===== config.mk =====
export PLATFORM = sky130hd
export DESIGN_NAME = dsp_inverse
export DESIGN_NICKNAME = d
export VERILOG_FILES = /design/src/rtl/dsp_inverse.sv
export SDC_FILE = /design/constraint.sdc
export NUM_CORES = 1
export LEC_CHECK = 0
export ABC_AREA = 1
export CAP_MARGIN = 20
export CORE_AREA = 2 2 198 200
export CTS_CLUSTER_SIZE = 30
export DETAILED_ROUTE_END_ITERATION = 8
export DIE_AREA = 0 0 200 202
export PLACE_DENSITY = 0.7
export SYNTH_ARGS = -nofsm -noshare
export SYNTH_HDL_FRONTEND = slang
export SYNTH_SLANG_ARGS = --single-unit

===== constraint.sdc =====
create_clock -name clk -period 3.48 [get_ports clk]
set_clock_uncertainty 0.1 [all_clocks]
set_input_delay 0.522 -clock clk [delete_from_list [all_inputs] [get_ports clk]]
set_output_delay 0.522 -clock clk [all_outputs]
set_load 0.01 [all_outputs]

===== src/rtl/dsp_inverse.sv =====
// Iterative inverse of the DSP forward path: recovers A from P, B, C, D
// using a restoring divider that yields one quotient bit per cycle.
module dsp_inverse #(
    parameter string OPERATION = "ADD"
) (
    input  logic        clk,
    input  logic        rst_n,
    input  logic        start,
    input  logic [47:0] P,
    input  logic [17:0] B,
    input  logic [47:0] C,
    input  logic [17:0] D,
    output logic [17:0] A,
    output logic [17:0] rem,
    output logic        busy,
    output logic        done,
    output logic        err
);

    localparam logic IS_SUB = (OPERATION == "SUBTRACT");

    typedef enum logic [1:0] {IDLE, LOAD, DIV, FIN} state_t;

    state_t      state;
    logic [47:0] p_q;
    logic [47:0] c_q;
    logic [17:0] b_q;
    logic [17:0] d_q;
    logic [48:0] n_q;
    logic [48:0] q_q;
    logic [17:0] r_q;
    logic [5:0]  cnt;
    logic        neg_q;

    logic [18:0] trial;
    logic [18:0] trial_sub;
    logic        fits;
    logic [48:0] diff;
    logic [17:0] a_nxt;
    logic        err_nxt;

    // Restoring step: shift the next dividend bit into the partial remainder.
    always_comb begin
        trial     = {r_q, n_q[48]};
        trial_sub = trial - {1'b0, b_q};
        fits      = (trial >= {1'b0, b_q});
    end

    always_comb begin
        a_nxt   = '0;
        diff    = q_q - {31'b0, d_q};
        err_nxt = (b_q == '0) || (r_q != '0) || neg_q;
        if (IS_SUB) begin
            if (q_q > {31'b0, d_q})
                err_nxt = 1'b1;
            else
                a_nxt = d_q - q_q[17:0];
        end else begin
            if ((q_q < {31'b0, d_q}) || (diff[48:18] != '0))
                err_nxt = 1'b1;
            else
                a_nxt = diff[17:0];
        end
        if (err_nxt)
            a_nxt = '0;
    end

    always_ff @(posedge clk or negedge rst_n) begin
        if (!rst_n) begin
            state <= IDLE;
            p_q   <= '0;
            c_q   <= '0;
            b_q   <= '0;
            d_q   <= '0;
            n_q   <= '0;
            q_q   <= '0;
            r_q   <= '0;
            cnt   <= '0;
            neg_q <= 1'b0;
            A     <= '0;
            rem   <= '0;
            err   <= 1'b0;
            busy  <= 1'b0;
            done  <= 1'b0;
        end else begin
            done <= 1'b0;
            case (state)
                IDLE: begin
                    if (start) begin
                        p_q   <= P;
                        b_q   <= B;
                        c_q   <= C;
                        d_q   <= D;
                        busy  <= 1'b1;
                        state <= LOAD;
                    end
                end
                LOAD: begin
                    if (IS_SUB) begin
                        n_q   <= {1'b0, p_q} + {1'b0, c_q};
                        neg_q <= 1'b0;
                    end else begin
                        n_q   <= {1'b0, p_q} - {1'b0, c_q};
                        neg_q <= (p_q < c_q);
                    end
                    q_q   <= '0;
                    r_q   <= '0;
                    cnt   <= 6'd48;
                    state <= DIV;
                end
                DIV: begin
                    n_q <= {n_q[47:0], 1'b0};
                    q_q <= {q_q[47:0], fits};
                    r_q <= fits ? trial_sub[17:0] : trial[17:0];
                    if (cnt == '0)
                        state <= FIN;
                    else
                        cnt <= cnt - 6'd1;
                end
                FIN: begin
                    A     <= a_nxt;
                    rem   <= r_q;
                    err   <= err_nxt;
                    done  <= 1'b1;
                    busy  <= 1'b0;
                    state <= IDLE;
                end
                default: state <= IDLE;
            endcase
        end
    end

endmodule

* Word level (Yosys, flattened, before mapping) *
Cells that the tools add are included.

cells by class
  add/sub/neg operators = 4
  $lt $le $gt $ge = 3
  equality and inequality tests = 6
  mux-type cells = 15
  reductions and logical operators = 14

operator list
  kind                 count
  $pmux 49 s2          2
  $mux 18              3
  $lt 49x18->1         1
  $sub 48x48->49       1
  $sub 49x18->49       1
  $lt 48x48->1         1
  $pmux 18 s2          1
  $reduce_bool 31->1   1
  $ge 19x18->1         1
  $logic_not 18->1     1
  $reduce_bool 18->1   1
  $sub 18x18->18       1
  $pmux 6 s2           1
  $pmux 2 s4           1
  $reduce_and 2->1     4
  $logic_not 6->1      1
  $mux 6               1
  $ne 2x2->1 const B   3
  $sub 6x1->6 const B  1
  $eq 2x2->1 const B   2
  $mux 2               2
  $reduce_bool 2->1    2
  $logic_or 1x1->1     3
  $mux 1               3
  3 further kinds      3

word-level totals
  flip-flop bits (word level) = 296
  bits of input ports = 135
  output and inout bits = 39

* Depth between registers and ports, before layout *
  word-level depth = 5
  depth in mapped cells = 21

* Worst setup path before layout *
Ideal clock, no wire load.

  kind = flip-flop to flip-flop
  from = register q_q[0]
  to = register A[12]
  arrival time = 2.494 ns
  setup slack = 0.820 ns
  cell stages (with the launch flop) = 18
  period minus slack after synthesis = 2.660 ns
  cells stage by stage = dfrtp_1 > inv_1 > ha_1 > inv_1 > fa_1 > nand3_1 > nand3_2 > nand3_1 > nand3_1 > nand2_2 > nand3_2 > o21ai_1 > nand3_1 > nand3b_1 > nor2_4 > buf_6 > nand4_1 > nand2_1

on the way
  longest elaborated chain between the ends = 5
  elaborated cells between the ends (all ways) = 7
  those cells by class = add/sub (1); order compare (1); mux (3); reduce/logical (2)

RTL lines
  what                                      RTL line  source
  start, declared                           30        logic [48:0] q_q;
  start signal, assigned                    113       q_q <= {q_q[47:0], fits};
  $sub 49x18->49                            51        diff = q_q - {31'b0, d_q};
  $reduce_bool 31->1                        59        if ((q_q < {31'b0, d_q}) || (diff[48:18] != '0))
  $logic_or 1x1->1                          59
  $mux 18 / $mux 1 (equally long branches)  59
  $mux 18 (*)                               64        if (err_nxt)
  end signal, assigned                      121       A <= a_nxt;
  end, declared                             13        output logic [17:0] A,

Mark *: on every way between the ends. The rest lies on a longest branch, timed or not.
A chain may end at the register's enable or synchronous reset.

* Worst setup path in the final report *
  from = register q_q[0]
  to = register A[15]

Same word-level chain as after synthesis.

==> results by stage <==
Floorplanning:
- The initial core utilization is about half.
- The die is approximately 200 um wide.
- After floorplanning, the core was sized to cover around 38000 um^2.
- The area enclosed by the die boundary is 40400 um^2.
- The count of pins on the block boundary is between 150 and 200.
- The floorplan die height is between 200 and 250 um.
- In this run the core area contains 72 standard-cell rows.

Timing:
- The fraction of the cycle the final worst path needs is 93.03%.
- The max-slew headroom at the worst pin is about half.
- The total count of hold-check failures in the final report is 0.
- The number of pins exceeding their max-slew limit in the final report is 0.
- The worst path needs approximately 3.2 ns of the cycle, external delays included.
- Setup repair after global routing left no endpoint under its margin.
- The number of failing setup endpoints in the final timing report is 0.
- For this run, the top clock speed supported by timing is ~300 MHz.
- At the pin with the least slew margin, the transition time is ~0.74 ns.
- The total negative slack for setup checks is 0 ns.

Global route:
- The number of global-route vias before repair is about 18000.
- The first global-routing pass estimated approximately 95000 um of wire.
- The initial antenna violation count is 0.
- Entering global routing, the biggest net connects 95 pins.
- Summed over all layers, the global routing overflow is 0.
- For this run, the total global-route usage over all layers was measured as approximately 30%.

Hold path:
- The worst hold path was traced through 2 stages.
- The worst hold path begins at n_q[18].
- The type of the most critical hold path is flop to flop.
- The path with the worst hold slack has its endpoint at n_q[18].

Logic synthesis:
- After synthesis, flip-flops and latches occupy between 30% and 40% of the total area.
- The async set or reset register ratio after synthesis is 100.0%.
- The synthesized design contains 0 enable-type register cells.
- Dividing the synthesized area by the synthesized cell count gives about 7 um^2.
- The total of warnings raised by yosys is 0.
- Of all cell types, the one taking the most synthesized area is sky130_fd_sc_hd__dfrtp_1.
- The share of the synthesized area in the top cell type is 39.27%.
- By area the synthesized netlist is led by sky130_fd_sc_hd__dfrtp_1 39%, sky130_fd_sc_hd__nand2_1 16%, sky130_fd_sc_hd__inv_1 7.5%.
- Among all flip-flop cells after synthesis, the most frequent one is sky130_fd_sc_hd__dfrtp_1.
- Ranked by instance count, the synthesized netlist is headed by 798 x sky130_fd_sc_hd__nand2_1, 379 x sky130_fd_sc_hd__inv_1, 296 x sky130_fd_sc_hd__dfrtp_1, 258 x sky130_fd_sc_hd__o21ai_0, 219 x sky130_fd_sc_hd__nor2_1.
- The number of synthesized register bits is 296.
- By instance count, the leading cell after synthesis is sky130_fd_sc_hd__nand2_1.
- The net count after synthesis is roughly 2900.
- The mapped netlist covers 18860 um^2.
- The gate count after technology mapping is 2692.
- The number of different library cells in the post-synthesis netlist is 45.

Setup path:
- The nature of the critical path endpoint is a flop.
- The launch point of the worst reg-to-reg path is q_q[0].
- Of all nets on the critical path, the largest fanout is 17.
- The endpoint of the most critical register-to-register path is A[15].
- Counting cells, the worst reg-to-reg path comes to 17.
- STA puts the critical path data arrival time at ~3.6 ns.
- The critical setup path kind is flop to flop.
- The kind of launch point of the worst setup path is a flop.
- The setup slack of the most critical reg-to-reg path is 0.24 ns.
- For the worst setup path, the data required time is around 3.9 ns.

Run status:
- The flow ran to the end, and the final reports show no timing, DRC or antenna violations.

CTS:
- The H-tree depth reported by CTS is 2.
- In this run, CTS created clock tree buffers numbering 34.
- The number of sinks on the clock net is between 200 and 300.
- The clock root buffer is sky130_fd_sc_hd__clkbuf_16.
- TritonCTS built the clock tree.
- Clock-pin slew was measured on the worst setup and hold paths at around 0.06 ns.
- The later pin in the worst-skew pair is clocked with a latency of approximately 0.57 ns.
- Counting along the longest clock path gives a buffer depth of 3.

Layout:
- The number of diodes is 0.
- The layout net count is between 3000 and 4000.
- The layout cell share with drive strength beyond 1 is roughly 5.3%.
- The total non-filler cell area in the finished layout is about 22000 um^2.
- The area growth from synthesis to layout is 18.99%.

Power:
- The total leakage power is 11.49 nW.
- The cell area power density is 331.4 nW/um^2.
- The peak supply drop is about 590 uV.

Drt:
- The count of nets left with antenna violations once routing finished came out at 0.
- The met1 layer wirelength in the final routing is between 20000 and 30000 um.
- Detailed routing placed a total of between 20000 and 30000 um of wire on met2.
- The number of DRC markers in iteration 0 is roughly 1200.
- In the detailed route, the total length drawn on met3 is about 3000 um.
- For this run, design rule violations remaining after detail routing come to 0.
- The total routed wirelength is slightly below 60000 um.
- The via count of the routed design is 18230.
- The detailed-route wire length per cell is 17.45 um.
- The detailed router used layers up to and including met4.
- The detailed-router iteration count before antenna repair is 6.
- Dividing the detail-routed via count by the number of cells gives about 5.4.

Placement:
- The cell area reported after detailed placement is ~21000 um^2.
- The number of buffers added on ports is 173.
- At the end of routability-driven placement, the weighted congestion stood at between 0.9 and 1.
- The HPWL after detailed placement is roughly 46000 um.

Flow run:
- The tool flagged a number of max-cap violations equal to 0.
-- timing repair --
item	in CTS	in global routing
setup endpoints to repair	0	21
gates resized for setup	0	2
hold endpoints to repair	85	0
hold buffers	1	0
setup buffers	0	2
-- critical path, stage by stage, from the launching register on --
cell and delay, ns:
sky130_fd_sc_hd__dfrtp_1 0.36, sky130_fd_sc_hd__inv_1 0.08, sky130_fd_sc_hd__ha_1 0.14, sky130_fd_sc_hd__inv_1 0.12
sky130_fd_sc_hd__fa_1 0.49, sky130_fd_sc_hd__nand3_1 0.12, sky130_fd_sc_hd__nand3_2 0.12, sky130_fd_sc_hd__nand3_1 0.10
sky130_fd_sc_hd__nand3_1 0.12, sky130_fd_sc_hd__nand2_2 0.23, sky130_fd_sc_hd__nand3_2 0.12, sky130_fd_sc_hd__o21ai_1 0.20
sky130_fd_sc_hd__nand3_1 0.10, sky130_fd_sc_hd__nand3b_1 0.28, sky130_fd_sc_hd__nor2_4 0.15, sky130_fd_sc_hd__buf_12 0.15
sky130_fd_sc_hd__nand4_1 0.09, sky130_fd_sc_hd__nand2_1 0.08
-- metal layers --
metal	vias to the layer above	global-route usage, %
li1	9016	-
met1	8477	39.30
met2	601	50.47
met3	131	3.454
met4	0	11.90
met5	-	0
-- placed cells by master, fill, tap and decap left out, types with 4 or more instances in the layout --
| master | n |
|---|---|
| sky130_fd_sc_hd__nand3_1 | 110 |
| sky130_fd_sc_hd__buf_4 | 22 |
| sky130_fd_sc_hd__a21boi_0 | 6 |
| sky130_fd_sc_hd__o21bai_1 | 13 |
| sky130_fd_sc_hd__inv_1 | 379 |
| sky130_fd_sc_hd__o21ai_0 | 257 |
| sky130_fd_sc_hd__a21o_1 | 7 |
| sky130_fd_sc_hd__nor2_1 | 219 |
| sky130_fd_sc_hd__nand3b_1 | 5 |
| sky130_fd_sc_hd__a31oi_1 | 12 |
| sky130_fd_sc_hd__nand2_2 | 16 |
| sky130_fd_sc_hd__o211ai_1 | 15 |
| sky130_fd_sc_hd__xnor2_1 | 13 |
| sky130_fd_sc_hd__nor2_2 | 12 |
| sky130_fd_sc_hd__inv_2 | 19 |
| sky130_fd_sc_hd__ha_1 | 89 |
| sky130_fd_sc_hd__or2_2 | 5 |
| sky130_fd_sc_hd__clkdlybuf4s50_1 | 172 |
| sky130_fd_sc_hd__nor2_4 | 5 |
| sky130_fd_sc_hd__clkbuf_1 | 4 |
| sky130_fd_sc_hd__clkinv_1 | 4 |
| sky130_fd_sc_hd__nor4_1 | 12 |
| sky130_fd_sc_hd__nand4_1 | 58 |
| sky130_fd_sc_hd__nor3_1 | 24 |
| sky130_fd_sc_hd__a21oi_1 | 132 |
| sky130_fd_sc_hd__buf_12 | 7 |
| sky130_fd_sc_hd__dfrtp_1 | 296 |
| sky130_fd_sc_hd__clkbuf_16 | 35 |
| sky130_fd_sc_hd__o22ai_1 | 56 |
| sky130_fd_sc_hd__nand2_1 | 796 |
| sky130_fd_sc_hd__clkbuf_8 | 9 |
| sky130_fd_sc_hd__xor2_1 | 25 |
-- stage by stage --
| step | hold slack, ns | cells | util, % | worst slack (ns) | power, mW |
|---|---|---|---|---|---|
| floorplan | 0.1264 | 2692 | - | 0.8201 | 3.506 |
| global placement | 0.3596 | 3335 | 55.45 | 0.2098 | 3.743 |
| detailed placement | 0.3595 | 3335 | 55.45 | 0.1948 | 3.746 |
| CTS | 0.3756 | 3394 | 58.52 | 0.1500 | 7.518 |
| global route | 0.3937 | 3396 | 58.62 | 0.0003917 | 7.688 |
| finish | 0.3727 | 3396 | 58.62 | 0.2427 | 7.438 |
-- power by group --
part	switching (mW)	internal (mW)
combinational	0.0945	0.142
sequential	0	3.44
clock	1.50	2.26
total	1.59	5.85
-- cell type report --
cell class,count,area (um^2)
Sequential cell,296,7407
Clock inverter,10,150.1
Timing Repair Buffer,203,2052
Multi-Input combinational cell,1918,9654
Fill cell,3694,15840
Clock buffer,48,1015
Inverter,403,1518
Tap cell,518,648.1
-- sequential cells by signal, indices dropped and copies added (netlist names), 2 cells and up --
register	cells
b_q	18
q_q	49
r_q	18
d_q	18
rem	18
A	18
n_q	49
state	2
cnt	6
p_q	48
c_q	48
-- kinds of logic after synthesis --
kind of cell | after synthesis | share of synthesized area (%)
xor gates and xnor gates | 38 | 1.765
AOI/OAI and AO/OA | 512 | 14.77
adders and majority gates | 93 | 6.289
buffers and inverters | 478 | 9.638
and+or+nand+nor | 1275 | 28.27
DFF | 296 | 39.27
-- worst max-delay path by stage --
stage / end / slack, ns / cells past startpoint / start
6_report: A[15] / 0.24 / 17 / q_q[0]
5_1_grt: A[8] / 0.0004 / 20 / q_q[0]
3_5_place_dp: A[15] / 0.19 / 16 / q_q[0]
3_3_place_gp: A[15] / 0.21 / 16 / q_q[0]
4_1_cts: A[15] / 0.15 / 16 / q_q[0]
2_1_floorplan: A[12] / 0.82 / 17 / q_q[0]
Power figures use the tool's default switching activity.
